### src/rtl/pin_entry_encoder.sv
// rtl/pin_entry_encoder.sv - keypad front end: collects two BCD digits, presents them to the locker, reports its status
module pin_entry_encoder #(
  parameter int unsigned HOLD_CYCLES    = 2,
  parameter int unsigned TIMEOUT_CYCLES = 1000,
  parameter logic [7:0]  IDLE_CODE      = 8'hFF
) (
  input  logic       clock,
  input  logic       reset,
  input  logic       key_valid,
  input  logic [3:0] key_code,
  input  logic [1:0] lock_status,
  output logic [7:0] x_out,
  output logic       x_valid,
  output logic       busy,
  output logic [1:0] digit_count,
  output logic       result_valid,
  output logic [1:0] result,
  output logic       key_error,
  output logic       timeout
);

  localparam int unsigned TW = $clog2(TIMEOUT_CYCLES);
  localparam int unsigned HW = (HOLD_CYCLES > 1) ? $clog2(HOLD_CYCLES) : 1;
  localparam logic [TW-1:0] TIMEOUT_LAST = TW'(TIMEOUT_CYCLES - 1);
  localparam logic [HW-1:0] HOLD_LAST    = HW'(HOLD_CYCLES - 1);

  typedef enum logic [1:0] {
    S_IDLE,
    S_ONE,
    S_TWO,
    S_SUBMIT
  } state_t;

  state_t        state_q, state_d;
  logic [3:0]    tens_q, tens_d;
  logic [3:0]    units_q, units_d;
  logic [TW-1:0] inact_q, inact_d;
  logic [HW-1:0] hold_q, hold_d;
  logic [1:0]    result_q, result_d;
  logic          result_valid_q, result_valid_d;
  logic          key_error_q, key_error_d;
  logic          timeout_q, timeout_d;

  logic is_digit, is_clear, is_enter, inact_expired;

  assign is_digit      = (key_code <= 4'd9);
  assign is_clear      = (key_code == 4'hA);
  assign is_enter      = (key_code == 4'hB);
  assign inact_expired = (inact_q == TIMEOUT_LAST);

  always_ff @(posedge clock) begin
    if (reset) begin
      state_q        <= S_IDLE;
      tens_q         <= 4'd0;
      units_q        <= 4'd0;
      inact_q        <= '0;
      hold_q         <= '0;
      result_q       <= 2'b00;
      result_valid_q <= 1'b0;
      key_error_q    <= 1'b0;
      timeout_q      <= 1'b0;
    end else begin
      state_q        <= state_d;
      tens_q         <= tens_d;
      units_q        <= units_d;
      inact_q        <= inact_d;
      hold_q         <= hold_d;
      result_q       <= result_d;
      result_valid_q <= result_valid_d;
      key_error_q    <= key_error_d;
      timeout_q      <= timeout_d;
    end
  end

  always_comb begin
    state_d        = state_q;
    tens_d         = tens_q;
    units_d        = units_q;
    inact_d        = inact_q;
    hold_d         = hold_q;
    result_d       = result_q;
    result_valid_d = 1'b0;
    key_error_d    = 1'b0;
    timeout_d      = 1'b0;

    case (state_q)
      S_IDLE: begin
        inact_d = '0;
        if (key_valid) begin
          if (is_digit) begin
            tens_d  = key_code;
            state_d = S_ONE;
          end else if (is_clear) begin
            tens_d  = 4'd0;
            units_d = 4'd0;
          end else begin
            key_error_d = 1'b1;
          end
        end
      end

      S_ONE: begin
        if (key_valid) begin
          // Any key, accepted or not, restarts the inactivity window.
          inact_d = '0;
          if (is_digit) begin
            units_d = key_code;
            state_d = S_TWO;
          end else if (is_clear) begin
            tens_d  = 4'd0;
            units_d = 4'd0;
            state_d = S_IDLE;
          end else begin
            key_error_d = 1'b1;
          end
        end else if (inact_expired) begin
          timeout_d = 1'b1;
          tens_d    = 4'd0;
          units_d   = 4'd0;
          inact_d   = '0;
          state_d   = S_IDLE;
        end else begin
          inact_d = inact_q + TW'(1);
        end
      end

      S_TWO: begin
        if (key_valid) begin
          inact_d = '0;
          if (is_clear) begin
            tens_d  = 4'd0;
            units_d = 4'd0;
            state_d = S_IDLE;
          end else if (is_enter) begin
            hold_d  = '0;
            state_d = S_SUBMIT;
          end else begin
            key_error_d = 1'b1;
          end
        end else if (inact_expired) begin
          timeout_d = 1'b1;
          tens_d    = 4'd0;
          units_d   = 4'd0;
          inact_d   = '0;
          state_d   = S_IDLE;
        end else begin
          inact_d = inact_q + TW'(1);
        end
      end

      S_SUBMIT: begin
        inact_d = '0;
        // Keys are deliberately ignored here; the locker owns the bus until the window closes.
        if (hold_q == HOLD_LAST) begin
          result_d       = lock_status;
          result_valid_d = 1'b1;
          tens_d         = 4'd0;
          units_d        = 4'd0;
          hold_d         = '0;
          state_d        = S_IDLE;
        end else begin
          hold_d = hold_q + HW'(1);
        end
      end

      default: begin
        state_d = S_IDLE;
      end
    endcase
  end

  always_comb begin
    digit_count = 2'd0;
    case (state_q)
      S_ONE:    digit_count = 2'd1;
      S_TWO:    digit_count = 2'd2;
      S_SUBMIT: digit_count = 2'd2;
      default:  digit_count = 2'd0;
    endcase
  end

  assign x_out        = (state_q == S_SUBMIT) ? {tens_q, units_q} : IDLE_CODE;
  assign x_valid      = (state_q == S_SUBMIT);
  assign busy         = (state_q == S_SUBMIT);
  assign result       = result_q;
  assign result_valid = result_valid_q;
  assign key_error    = key_error_q;
  assign timeout      = timeout_q;

endmodule
### config.mk
export PLATFORM = sky130hd
export DESIGN_NAME = pin_entry_encoder
export DESIGN_NICKNAME = d
export VERILOG_FILES = /design/src/rtl/pin_entry_encoder.sv
export SDC_FILE = /design/constraint.sdc
export NUM_CORES = 1
export LEC_CHECK = 0
export CELL_PAD_IN_SITES_DETAIL_PLACEMENT = 1
export CELL_PAD_IN_SITES_GLOBAL_PLACEMENT = 2
export CORE_AREA = 4 4 103 56
export CTS_CLUSTER_SIZE = 10
export DETAILED_ROUTE_END_ITERATION = 8
export DIE_AREA = 0 0 107 60
export PLACE_DENSITY_LB_ADDON = 0.1
export SETUP_SLACK_MARGIN = 0.1
export SYNTH_ARGS = -nofsm -noshare
export SYNTH_HDL_FRONTEND = slang
export SYNTH_SLANG_ARGS = --single-unit
export TNS_END_PERCENT = 50
### constraint.sdc
create_clock -name clock -period 3.5 [get_ports clock]
set_input_delay 0.525 -clock clock [delete_from_list [all_inputs] [get_ports clock]]
set_output_delay 0.525 -clock clock [all_outputs]
set_load 0.1 [all_outputs]
# Word-level counts from Yosys, hierarchy flattened
# Cells that the tools add are included.
[classes]
magnitude_cmp = 1
eq_ne = 16
n_addsub = 2
n_mux = 47
reduce_logical = 13
bitwise_logic = 2
[op_table]
columns = ["op", "n"]
rows = [
  ["two-way mux 4 bit", 15],
  ["one-hot mux 4 bit (4 select lines)", 2],
  ["two-way mux 10 bit", 2],
  ["two-way mux 2 bit", 10],
  ["one-hot mux 10 bit (2 select lines)", 1],
  ["two-way mux 1 bit", 12],
  ["!= test 2 bit (second input constant)", 6],
  ["adder 10 x 1 -> 10 bit (second input constant)", 1],
  ["equality test 10 bit (second input constant)", 1],
  ["OR reduction 2 bit", 5],
  ["equality test 4 bit (second input constant)", 2],
  ["two-way mux 8 bit", 1],
  ["!= test 4 bit (second input constant)", 2],
  ["one-hot mux 2 bit (4 select lines)", 1],
  ["AND reduction 3 bit", 2],
  ["AND reduction 5 bit", 1],
  ["equality test 2 bit (second input constant)", 2],
  ["less-or-equal comparator 4 bit (second input constant)", 1],
  ["one-hot mux 1 bit (2 select lines)", 2],
  ["one-hot mux 2 bit (2 select lines)", 1],
  ["AND reduction 4 bit", 1],
  ["!= test 3 bit (second input constant)", 1],
  ["OR reduction 3 bit", 1],
  ["equality test 2 x 1 -> 1 bit (second input constant)", 1],
  ["other kinds (6)", 7],
]
[totals]
register_bits = 26
elab_cells = 90
output_inout_bits = 17

# Longest topological paths before layout
[logic_depth]
ltp_word = 5
depth_mapped = 8
ltp_nobuf = 7

# Worst setup path after synthesis
# OpenSTA, ideal clock, no wires.
[synth_timing]
path_type = "register to output"
from = "register state_q[0]"
to = "output digit_count[1]"
required_time_ns = 2.975
stages_incl_launch_ff = 5
setup_slack_ns = 0.004
t_arrival_ns = 2.971
cell_sequence = "dfxtp_1 ha_1 clkbuf_1 nor2_1 nor2_1"
[synth_via]
elab_chain_cells = 3
word_cells_on_any_way = 5
[synth_lines]
columns = ["item", "line", "rtl"]
rows = [
  ["start, declared", "34", "state_t state_q, state_d;"],
  ["start signal, assigned", "63", "state_q <= state_d;"],
  ["equality test 2 bit", "n/a", ""],
  ["net busy", "14", "output logic busy,"],
  ["OR reduction 2 bit (no source line)", "n/a", ""],
  ["one-hot mux 2 bit (2 select lines)", "174", "case (state_q)"],
  ["end, declared", "15", "output logic [1:0] digit_count,"],
]
# The timed path passes the listed nets, and every way through them passes these cells.

# Final worst setup path
[layout_timing]
from = "register state_q[1]"
to = "output digit_count[1]"
[layout_via]
elab_chain_cells = 3
word_cells_on_any_way = 5
[layout_lines]
columns = ["item", "line"]
rows = [
  ["equality test 2 bit", "174"],
  ["OR reduction 2 bit (no source line)", "n/a"],
  ["one-hot mux 2 bit (2 select lines) (*)", "174"],
]
# Mark *: on every way between the ends. The rest lies on a longest branch, timed or not.

==> metrics.cfg <==
[route]
drt_wl_total_um=4180
vias=1422
dr.pass1.iters=4
ant_nets=0
drt-vias-per-instance=5.13
wire_per_inst_um=15.1
drt_iter0_markers=65
drc=0

[yosys]
muxShareOfSynthArea_pct=0
synth-adder-area-share_pct=5.40
syn_area_per_cell_um2=8.63
ys.warnings.count=0
yosys.area_share.simple_pct=30.2
yosysMostFrequentCell=dfxtp_1
synth_largest_area_cell=dfxtp_1
ys_types=56
synth_compound_area_share_pct=21.7
synth_top_family_by_area=simple AND/OR/NAND/NOR gates
synthXorXnorAreaFrac_pct=3.24
synth_edf_count=0
netlist_area_um2=1620
synth_commonest_cells=dfxtp_1 (26), nor2_1 (20), a21oi_1 (14), nand2_1 (11), nand2b_1 (9)
synth_seq_cells=26
synth_cells=188
synth-seq-area-share_pct=32.1
synth_top_area_share_pct=32.1
yosys-top-cells-area=dfxtp_1 (32%), ha_1 (5.4%), nor2_1 (4.6%), a21oi_1 (4.3%), nand2b_1 (3.5%)
syn-num-nets=204
synthFlopType=dfxtp_1
synthArstFlopShare_pct=0

[min_path]
hp-class=flip-flop to flip-flop

[global_routing]
antenna_found_initial=0
overflow=0
track_usage_pct=13.7
grt_pass1_wl_um=7020
grt_pass1_vias=1427
grt_max_degree=19

[setup_path]
required_ns=2.97
path_buf_inv=1
cp-start-kind=flip-flop
r2r_slack_ns=1.40
endpoint_kind=primary output
critical_path_class=flip-flop to primary output
cp_cell_sequence=ha_1 > nor2_1 > nor2_2 > buf_4
cp.arrival_ns=1.88
crit_path_top_delay_cell=ha_1
path_max_fanout=18
critPathMaxStageDelay_ns=0.65
cp_top_family=adder cells

[die]
die_y_um=60
rows=18
ios=26
core_um2=4820
dieArea_um2=6420
start_util_pct=33.7
fp.dieW_um=107

[flow_run]
drv_cap=0

[sta]
finalSetupTns_ns=0
slew_violations=0
timing.final.crit_share_pct=68.8
setup_viol=0
period_needed_ns=2.41
skew_ns=0.00831
tightestPinTransition_ns=0.974
maxSlewHeadroom_pct=34.9
rsz0062_at_grt=no
hold_violations=0
fmax_mhz=415

[layout]
final_util_pct=40.0
fillCellCount=614
area_growth_pct=18.7
antenna_cells=0
finalNetCount=224
drive_gt1_share_pct=15.5

[clock_network]
ctsHoldBuffers=0
path_clk_slew_ns=0.10
cts_resized=0
clk_latency_ns=0.28
cts_setup_buffers=0
cts.sinks=26
clock_path_buffers=2
cts_tree=done
cts-buffers-inserted=3
h-tree-depth=1
cts-root-buf=clkbuf_8

[placed_design]
detailed_place_hpwl_um=3060
finalWeightedCongestion=0.791
port_buffers=25

[power_and_ir_drop]
ir_drop_mv=0.149
pwr_density_cell_nw_per_um2=385
leakage_nw=0.703

[run_status]
status=completed

## placed cells by master, fill, tap and decap left out, types with 8 or more instances in the layout
cell             instances
dfxtp_1                 26
nor2_1                  19
a21oi_1                 14
clkdlybuf4s50_1         13
buf_4                   13
nand2_1                 11
nand2b_1                 9
inv_1                    8
o21ai_0                  8
nand3_1                  8
## worst paths after layout
path         depth (start not counted)             end       start
max                                  4  digit_count[1]  state_q[1]
min                                  2       tens_q[1]   tens_q[1]
max reg2reg                          6       tens_q[3]  state_q[0]
min reg2reg                          2       tens_q[1]   tens_q[1]
## area by class of cell
type | instances | area (um^2) | area share, %
Clock buffer | 3 | 41.3 | 2.14
Clock inverter | 1 | 30.0 | 1.56
Timing Repair Buffer | 26 | 228 | 11.8
Sequential cell | 26 | 520 | 27.0
Multi-Input combinational cell | 142 | 985 | 51.1
Inverter | 9 | 33.8 | 1.75
Tap cell | 70 | 87.6 | 4.55
## tightest hold or removal path, stage by stage (launching register included)
cell and delay, ns:
dfxtp_1 0.33, nand2_1 0.05, o2bb2ai_1 0.05
## cells by family (layout without fill, tap and decap cells)
kind of cell	count (synthesis)	after routing
xor gates and xnor gates	6	6
AOI/OAI and AO/OA	52	52
adders and majority gates	7	7
DFF	26	26
and+or+nand+nor	77	77
buffers and inverters	20	39
## per-layer routing
layer	GRT usage (%)	routed length [um]	part of all wire, %	up-vias
li1	-	-	-	717
met1	18.5	2180	52	686
met2	22.7	1830	44	19
met3	3.78	169	4.0	0
met4	2.19	0	0	0
met5	0	0	0	-
## where the power goes
part | leakage (nW) | total, mW | internal (mW) | switching [mW]
combinational | 0.457 | 0.163 | 0.0582 | 0.105
clock | 0.0357 | 0.262 | 0.153 | 0.108
sequential | 0.210 | 0.316 | 0.306 | 0.00932
## flip-flops by register name (all words and copies together) (netlist names)
| signal | count |
|---|---|
| key_error | 1 |
| units_q | 4 |
| inact_q | 10 |
| tens_q | 4 |
| hold_q | 1 |
| timeout | 1 |
| result_valid | 1 |
| result | 2 |
| state_q | 2 |
## through the flow
step	worst slack [ns]	instances	hold slack (ns)	area [um^2]	power (mW)
2_1_floorplan	0.455	188	0.424	1630	0.451
3_3_place_gp	0.942	273	0.444	1850	0.487
6_report	1.09	277	0.462	1930	0.740
3_5_place_dp	0.898	273	0.444	1850	0.486
4_1_cts	1.03	277	0.466	1930	0.757
5_1_grt	0.903	277	0.487	1930	0.779
No activity file was read; power rests on OpenSTA's default activity.
